--- src/rtl/caja_musical_pkg.sv ---
// caja_musical_pkg -- shared types and constants for the music-box melody
// sequencer: FSM state encoding, ROM word layout and the note-to-divisor table.
// Divisors assume a 12 MHz system clock: divisor = 12_000_000 / (2 * f_note).
package caja_musical_pkg;

  localparam int NOTA_W  = 5;   // note index field of a ROM word
  localparam int DUR_W   = 3;   // duration field of a ROM word, in tempo units
  localparam int FREQ_W  = 16;  // half-period divisor width
  localparam int DUR_MAX = 7;   // largest duration a ROM word can encode

  typedef enum logic [2:0] {
    ST_IDLE = 3'd0,
    ST_LOAD = 3'd1,
    ST_PLAY = 3'd2,
    ST_GAP  = 3'd3,
    ST_DONE = 3'd4
  } estado_t;

  // One melody step; dur == 0 marks the end of the melody.
  typedef struct packed {
    logic [NOTA_W-1:0] nota;
    logic [DUR_W-1:0]  dur;
  } paso_t;

  // Chromatic scale C4 (index 1) to B5 (index 24); index 0 is a rest and
  // indices 25..31 are unused, both silent.
  localparam logic [FREQ_W-1:0] TABLA_DIVISOR [32] = '{
    16'd0,
    16'd22933, 16'd21646, 16'd20431, 16'd19284, 16'd18202, 16'd17180,
    16'd16216, 16'd15306, 16'd14447, 16'd13636, 16'd12871, 16'd12148,
    16'd11466, 16'd10823, 16'd10215, 16'd9642,  16'd9101,  16'd8590,
    16'd8108,  16'd7653,  16'd7223,  16'd6818,  16'd6435,  16'd6074,
    16'd0, 16'd0, 16'd0, 16'd0, 16'd0, 16'd0, 16'd0
  };

  function automatic logic [FREQ_W-1:0] divisor_de_nota(input logic [NOTA_W-1:0] nota);
    return TABLA_DIVISOR[nota];
  endfunction

endpackage

--- src/rtl/rom_melodia.sv ---
// rom_melodia -- registered melody ROM. The word for the address presented in
// one cycle is available on paso_o in the next cycle.
module rom_melodia
  import caja_musical_pkg::*;
#(
  parameter int N_PASOS = 32,
  parameter int ADDR_W  = (N_PASOS > 1) ? $clog2(N_PASOS) : 1
) (
  input  logic              clk,
  input  logic [ADDR_W-1:0] addr_i,
  output paso_t             paso_o
);

  paso_t paso_d;
  paso_t paso_q;

  // Melody contents: A4 for two units, a one-unit rest, B4 for one unit, end.
  always_comb begin
    paso_d = '0;  // every address not listed holds an end marker
    case (int'(addr_i))
      0:       paso_d = '{nota: NOTA_W'(10), dur: DUR_W'(2)};
      1:       paso_d = '{nota: NOTA_W'(0),  dur: DUR_W'(1)};
      2:       paso_d = '{nota: NOTA_W'(12), dur: DUR_W'(1)};
      default: paso_d = '0;
    endcase
  end

  // Read register giving the one-cycle ROM latency.
  // NOTE: the ROM read register has no reset; its contents are only consumed
  // in LOAD, which always follows a cycle in which a valid address was presented.
  always_ff @(posedge clk) begin
    paso_q <= paso_d;
  end

  assign paso_o = paso_q;

endmodule

--- src/rtl/secuenciador_melodia.sv ---
// secuenciador_melodia -- steps through the melody ROM and drives a tone
// generator with a note index, a half-period divisor and a gate.
// Optional feature: define SECUENCIADOR_GAP_EN to build the silent articulation
// (GAP) at the end of each note slot; without it notes are played legato.
// Either way a slot lasts 1 + dur*TEMPO_TICKS cycles from LOAD to next LOAD.
module secuenciador_melodia
  import caja_musical_pkg::*;
#(
  parameter int TEMPO_TICKS = 1_500_000,
  parameter int GAP_TICKS   = 120_000,
  parameter int N_PASOS     = 32
) (
  input  logic              clk,
  input  logic              rst,
  input  logic              start,
  input  logic              stop,
  input  logic              loop_en,
  output logic [NOTA_W-1:0] indice_nota,
  output logic [FREQ_W-1:0] freq,
  output logic              sonando,
  output logic              busy,
  output logic              fin
);

  localparam int ADDR_W = (N_PASOS > 1) ? $clog2(N_PASOS) : 1;
  localparam int CNT_W  = $clog2(DUR_MAX * TEMPO_TICKS + 1);

`ifdef SECUENCIADOR_GAP_EN
  localparam bit GAP_EN = 1'b1;
`else
  localparam bit GAP_EN = 1'b0;
`endif
  // Silent tail of every slot; zero when notes run legato.
  localparam int GAP_LEN = GAP_EN ? GAP_TICKS : 0;

  localparam logic [CNT_W-1:0]  TEMPO_C  = CNT_W'(TEMPO_TICKS);
  localparam logic [CNT_W-1:0]  GAP_C    = CNT_W'(GAP_LEN);
  localparam logic [ADDR_W-1:0] ADDR_ULT = ADDR_W'(N_PASOS - 1);

  estado_t           state_q, state_d;
  logic [ADDR_W-1:0] addr_q,  addr_d;
  logic [CNT_W-1:0]  cnt_q,   cnt_d;
  logic [NOTA_W-1:0] nota_q,  nota_d;
  logic [FREQ_W-1:0] freq_q,  freq_d;

  paso_t             paso;
  logic [ADDR_W-1:0] addr_sig;

  // The ROM is addressed with next-state addr so the word for addr_q is
  // already registered by the time LOAD looks at it.
  rom_melodia #(
    .N_PASOS (N_PASOS),
    .ADDR_W  (ADDR_W)
  ) u_rom (
    .clk    (clk),
    .addr_i (addr_d),
    .paso_o (paso)
  );

  // Following step; running off the end of the ROM restarts at step 0.
  assign addr_sig = (addr_q == ADDR_ULT) ? '0 : addr_q + ADDR_W'(1);

  // State and datapath registers; rst outranks every other input.
  // NOTE: sequential state uses non-blocking assignments so every register
  // samples the values from before the edge, independent of statement order.
  always_ff @(posedge clk) begin
    if (rst) begin
      state_q <= ST_IDLE;
      addr_q  <= '0;
      cnt_q   <= '0;
      nota_q  <= '0;
      freq_q  <= '0;
    end else begin
      state_q <= state_d;
      addr_q  <= addr_d;
      cnt_q   <= cnt_d;
      nota_q  <= nota_d;
      freq_q  <= freq_d;
    end
  end

  // Next-state logic: stop aborts from anywhere, start only counts in IDLE.
  // NOTE: every signal gets a hold value before the case so no path leaves it
  // unassigned, which would otherwise infer a latch.
  always_comb begin
    state_d = state_q;
    addr_d  = addr_q;
    cnt_d   = cnt_q;
    nota_d  = nota_q;
    freq_d  = freq_q;
    if (stop) begin
      state_d = ST_IDLE;
      addr_d  = '0;
      cnt_d   = '0;
      nota_d  = '0;
      freq_d  = '0;
    end else begin
      unique case (state_q)
        ST_IDLE: begin
          if (start) begin
            state_d = ST_LOAD;
            addr_d  = '0;
          end
        end
        ST_LOAD: begin
          if (paso.dur == '0) begin
            if (loop_en) begin
              state_d = ST_LOAD;
              addr_d  = '0;
            end else begin
              state_d = ST_DONE;
            end
          end else begin
            state_d = ST_PLAY;
            nota_d  = paso.nota;
            freq_d  = divisor_de_nota(paso.nota);
            // Counts down to 0 over the sounding part of the slot.
            cnt_d   = CNT_W'(paso.dur) * TEMPO_C - GAP_C - CNT_W'(1);
          end
        end
        ST_PLAY: begin
          if (cnt_q == '0) begin
`ifdef SECUENCIADOR_GAP_EN
            state_d = ST_GAP;
            cnt_d   = GAP_C - CNT_W'(1);
`else
            state_d = ST_LOAD;
            addr_d  = addr_sig;
`endif
          end else begin
            cnt_d = cnt_q - CNT_W'(1);
          end
        end
`ifdef SECUENCIADOR_GAP_EN
        ST_GAP: begin
          if (cnt_q == '0) begin
            state_d = ST_LOAD;
            addr_d  = addr_sig;
          end else begin
            cnt_d = cnt_q - CNT_W'(1);
          end
        end
`endif
        ST_DONE: state_d = ST_IDLE;
        default: state_d = ST_IDLE;
      endcase
    end
  end

  // Outputs: tone only while PLAY holds a real note, the index through the
  // whole note (PLAY and GAP), fin for the single DONE cycle.
  always_comb begin
    indice_nota = '0;
    freq        = '0;
    sonando     = 1'b0;
    busy        = (state_q != ST_IDLE);
    fin         = 1'b0;
    unique case (state_q)
      ST_PLAY: begin
        indice_nota = nota_q;
        freq        = freq_q;
        sonando     = (nota_q != '0);
      end
`ifdef SECUENCIADOR_GAP_EN
      ST_GAP:  indice_nota = nota_q;
`endif
      ST_DONE: fin = 1'b1;
      default: ;
    endcase
  end

endmodule

--- config.mk ---
export PLATFORM = sky130hd
export DESIGN_NAME = secuenciador_melodia
export DESIGN_NICKNAME = d
export VERILOG_FILES = /design/src/rtl/caja_musical_pkg.sv /design/src/rtl/rom_melodia.sv /design/src/rtl/secuenciador_melodia.sv
export SDC_FILE = /design/constraint.sdc
export NUM_CORES = 1
export LEC_CHECK = 0
export CORE_UTILIZATION = 35
export DETAILED_ROUTE_END_ITERATION = 8
export GPL_TIMING_DRIVEN = 0
export PLACE_DENSITY = 0.66
export SYNTH_ARGS = -nofsm -noshare
export SYNTH_HDL_FRONTEND = slang
export SYNTH_SLANG_ARGS = --single-unit
--- constraint.sdc ---
create_clock -name clk -period 2.4 [get_ports clk]
set_input_delay 0.48 -clock clk [delete_from_list [all_inputs] [get_ports clk]]
set_output_delay 0.48 -clock clk [all_outputs]
set_load 0.01 [all_outputs]
==> impl_metrics.tcl, run 1 <==
set metrics [dict create \
    clkPwrFrac 0.304 \
    fin_nets 451 \
    p_per_area_nw_per_um2 463.2 \
    reg2regPathDepth 7 \
    rr_startpoint "cnt_q[10]" \
    end_kind "register" \
    vias_per_cell 5.594 \
    grt_start_max_net_pins 19 \
    cts_made_buffers 5 \
    finalCritPeriodShare 0.9868 \
    portBuffers 25 \
    finalMaxSlewViolations 0 \
    seq_area_frac_synth 0.3396 \
    synth_top_area_frac 0.3396 \
    synth_cell_types 64 \
    die_area_sq_um 9308 \
    drtIter0Drc 233 \
    hold_depth 2 \
    grt_pass1_vias 2680 \
    grt_pass1_wl_microns 13630 \
    swShare 0.3128 \
    dr.pass1.iters 5 \
    ant_nets 0 \
    worstMarginPinSlew_ps 733.8 \
    routed_wl_microns 8810 \
    yosys_warnings 0 \
    dp_cells 518 \
    instances_no_fill 539 \
    fmax_mhz 422.3 \
    synth_ff_type "dfxtp_1" \
    leakage_nw 1.621 \
    grt_busiest_layer "met2" \
    slew_headroom 0.5090 \
    drv_cap 0 \
    fin_crit_ps 2368 \
    cts.clk_slew.worst_paths_ps 110 \
    drc_errors 0 \
    initial_core_util 0.3600 \
    power.internal_w 0.001235 \
    clk_latency_ps 320 \
    tritoncts "done" \
    place.detailed.hpwl_microns 5879 \
    crit_path_start "cnt_q[10]" \
    coreArea_sq_um 8678 \
    route.vias.total 3015 \
    synth_edf_count 0 \
    grt.total_usage 0.1931 \
    hp-start "freq_q[8]" \
    wl_per_cell_microns 16.35 \
    cts_root_buf "clkbuf_8" \
    crit_required_ps 2580 \
    synth_common_cells "dfxtp_1, a21oi_1, nor2_1, nand2_1, nor3_1" \
    min_path_type "reg -> reg" \
    met3_usage 0.03678 \
    synth.avg_cell_area_sq_um 8.157 \
    synth_top_area_cell "dfxtp_1" \
    diodes 0 \
    status "finished clean" \
    timing.rr.end "cnt_q[5]" \
    ys_ff_latch 53 \
    cp-start-kind "register" \
    dieHeight_microns 96.48 \
    worst-r2r-setup-slack_ps 30 \
    syn_area_sq_um 3124 \
    path_class "reg -> reg" \
    row_count 34 \
    ir_drop_uv 293.0 \
    synth.area.top_cells "dfxtp_1, a21oi_1, ha_1" \
    synth.most_common_cell "dfxtp_1" \
    syn_to_final_growth_pct 24.15 \
    gp_congestion 0.8456 \
    cts_sinks 53 \
    path_max_fanout 10 \
    grtUsageMet1 0.2543 \
    cts_hold_buf 0 \
    fillCellCount 874 \
    ys_async_sr_fraction 0 \
    comb_power_share 0.187 \
    drive_gt1_frac 0.2019 \
    utilization 0.4469 \
    finalSetupViolCount 0 \
    skew_ps 12.16 \
    p_seq_frac 0.509 \
    htreeDepth 2 \
    antenna_found_initial 0 \
    crit_arrival_ps 2550 \
    syn_inst 383 \
    hold_viol 0 \
    hold_end "freq_q[8]" \
    clockBufferDepth 2 \
    dieWidth_microns 96.48 \
    use_met2 0.3181 \
    gr-total-overflow 0 \
    ioPinCount 29 \
    p_switching_w 0.0005619 \
]
logic make-up (layout without fill, tap and decap cells):
kind of cell	Yosys count	in the layout	synth area share
xor gates and xnor gates	7	7	0.01962
and+or+nand+nor	159	159	0.2835
buffers and inverters	39	85	0.05927
AOI/OAI and AO/OA	105	105	0.2231
adders and majority gates	16	16	0.06408
other	1	3	0.001200
DFF	53	53	0.3396
muxes	3	3	0.009612
layout make-up:
| type | count | area, sq um | share of cell area |
|---|---|---|---|
| multi-input cells | 293 | 2008 | 0.5177 |
| repair buffers | 42 | 364.1 | 0.09387 |
| well taps | 108 | 135.1 | 0.03484 |
| clock buffers | 5 | 68.82 | 0.01774 |
| plain buffers | 23 | 156.4 | 0.04032 |
| inverters | 12 | 45.04 | 0.01161 |
| flip-flops and latches | 53 | 1075 | 0.2771 |
| clock inverters | 3 | 26.28 | 0.006774 |
layer usage:
| layer | vias up | routed length [microns] |
|---|---|---|
| li1 | 1474 | - |
| met4 | 0 | 258 |
| met3 | 21 | 365 |
| met2 | 88 | 4131 |
| met1 | 1432 | 4054 |
| met5 | - | 0 |
stage by stage:
| step | setup slack [ps] | power, W | instance area [sq um] | setup TNS, ps | hold slack, ps |
|---|---|---|---|---|---|
| after detailed placement | -574.3 | 0.001232 | 3517 | -8155 | 449.2 |
| after CTS | 13.00 | 0.001780 | 3805 | 0 | 465.2 |
| after global placement | -560.8 | 0.001228 | 3517 | -7912 | 440.9 |
| after floorplan | 30.98 | 0.001154 | 3132 | 0 | 427.3 |
| final | 31.74 | 0.001796 | 3879 | 0 | 462.5 |
| after global routing | -0.04019 | 0.001868 | 3879 | -0.04019 | 487.4 |
placed cells by master, fill, tap and decap left out, types with 4 or more instances in the layout:
master and instances:
nor2_1 34, dfxtp_1 48, clkbuf_2 5, nor4_1 4, a211oi_1 12, nor4_4 4
nand2_1 31, inv_1 11, nor3_1 18, o31ai_1 4, a21oi_1 40, clkbuf_1 9
xor2_1 5, dlymetal6s2s_1 5, and2_1 18, o21ai_0 13, ha_1 14, dlygate4sd2_1 8
buf_4 21, clkbuf_8 8, clkdlybuf4s50_1 7, nor2b_1 4, nand3_1 7
how the worst max path moves through the flow:
| stage | to | slack (ps) | cells after the start |
|---|---|---|---|
| 2_1_floorplan | u_rom.paso_o[0] | 30 | 9 |
| 3_3_place_gp | indice_nota[3] | -560 | 7 |
| 3_5_place_dp | indice_nota[3] | -570 | 7 |
| 4_1_cts | u_rom.paso_o[0] | 10 | 9 |
| 5_1_grt | u_rom.paso_o[4] | -0.04 | 10 |
| 6_report | cnt_q[5] | 30 | 7 |
worst max-delay path, stage by stage, from the launching register on:
cell	delay, ps
dfxtp_1	390
or4_4	630
or3_4	400
o21ai_4	200
nand2_2	130
clkbuf_4	240
o211ai_1	140
a21oi_1	110
power groups by stage:
stage | Combinational [W] | Sequential, W | Clock (W)
after floorplan | 0.000223 | 0.000932 | 0
after global placement | 0.000293 | 0.000936 | 0
after detailed placement | 0.000296 | 0.000936 | 0
after CTS | 0.000314 | 0.000913 | 0.000553
after global routing | 0.000366 | 0.000917 | 0.000585
final | 0.000335 | 0.000915 | 0.000546
registers in the layout, indices dropped and copies added, names as in the netlist:
| name | flops |
|---|---|
| cnt_q | 24 |
| addr_q | 5 |
| freq_q | 15 |
| state_q | 3 |
| u_rom.paso_o | 4 |
| nota_q | 2 |
timing repair:
action / 4_1_cts / 5_1_grt
cloned: 1 / 0
resized for setup: 48 / 26
setup endpoints to repair: 46 / 43
pin swaps: 6 / 7
setup buffers: 11 / 5
(Power assumes the default switching activity.)
==> run 2: changes to the inputs <==
--- a/config.mk
+++ b/config.mk
@@ -6,6 +6,8 @@
 export NUM_CORES = 1
 export LEC_CHECK = 0
 export CORE_UTILIZATION = 35
+export CTS_BUF_LIST = sky130_fd_sc_hd__clkbuf_8
+export CTS_CLUSTER_DIAMETER = 120
 export DETAILED_ROUTE_END_ITERATION = 8
 export GPL_TIMING_DRIVEN = 0
 export PLACE_DENSITY = 0.66
==> results of run 2 <==
Same layout as run 1: the final DEF is identical, and so are final timing and power.
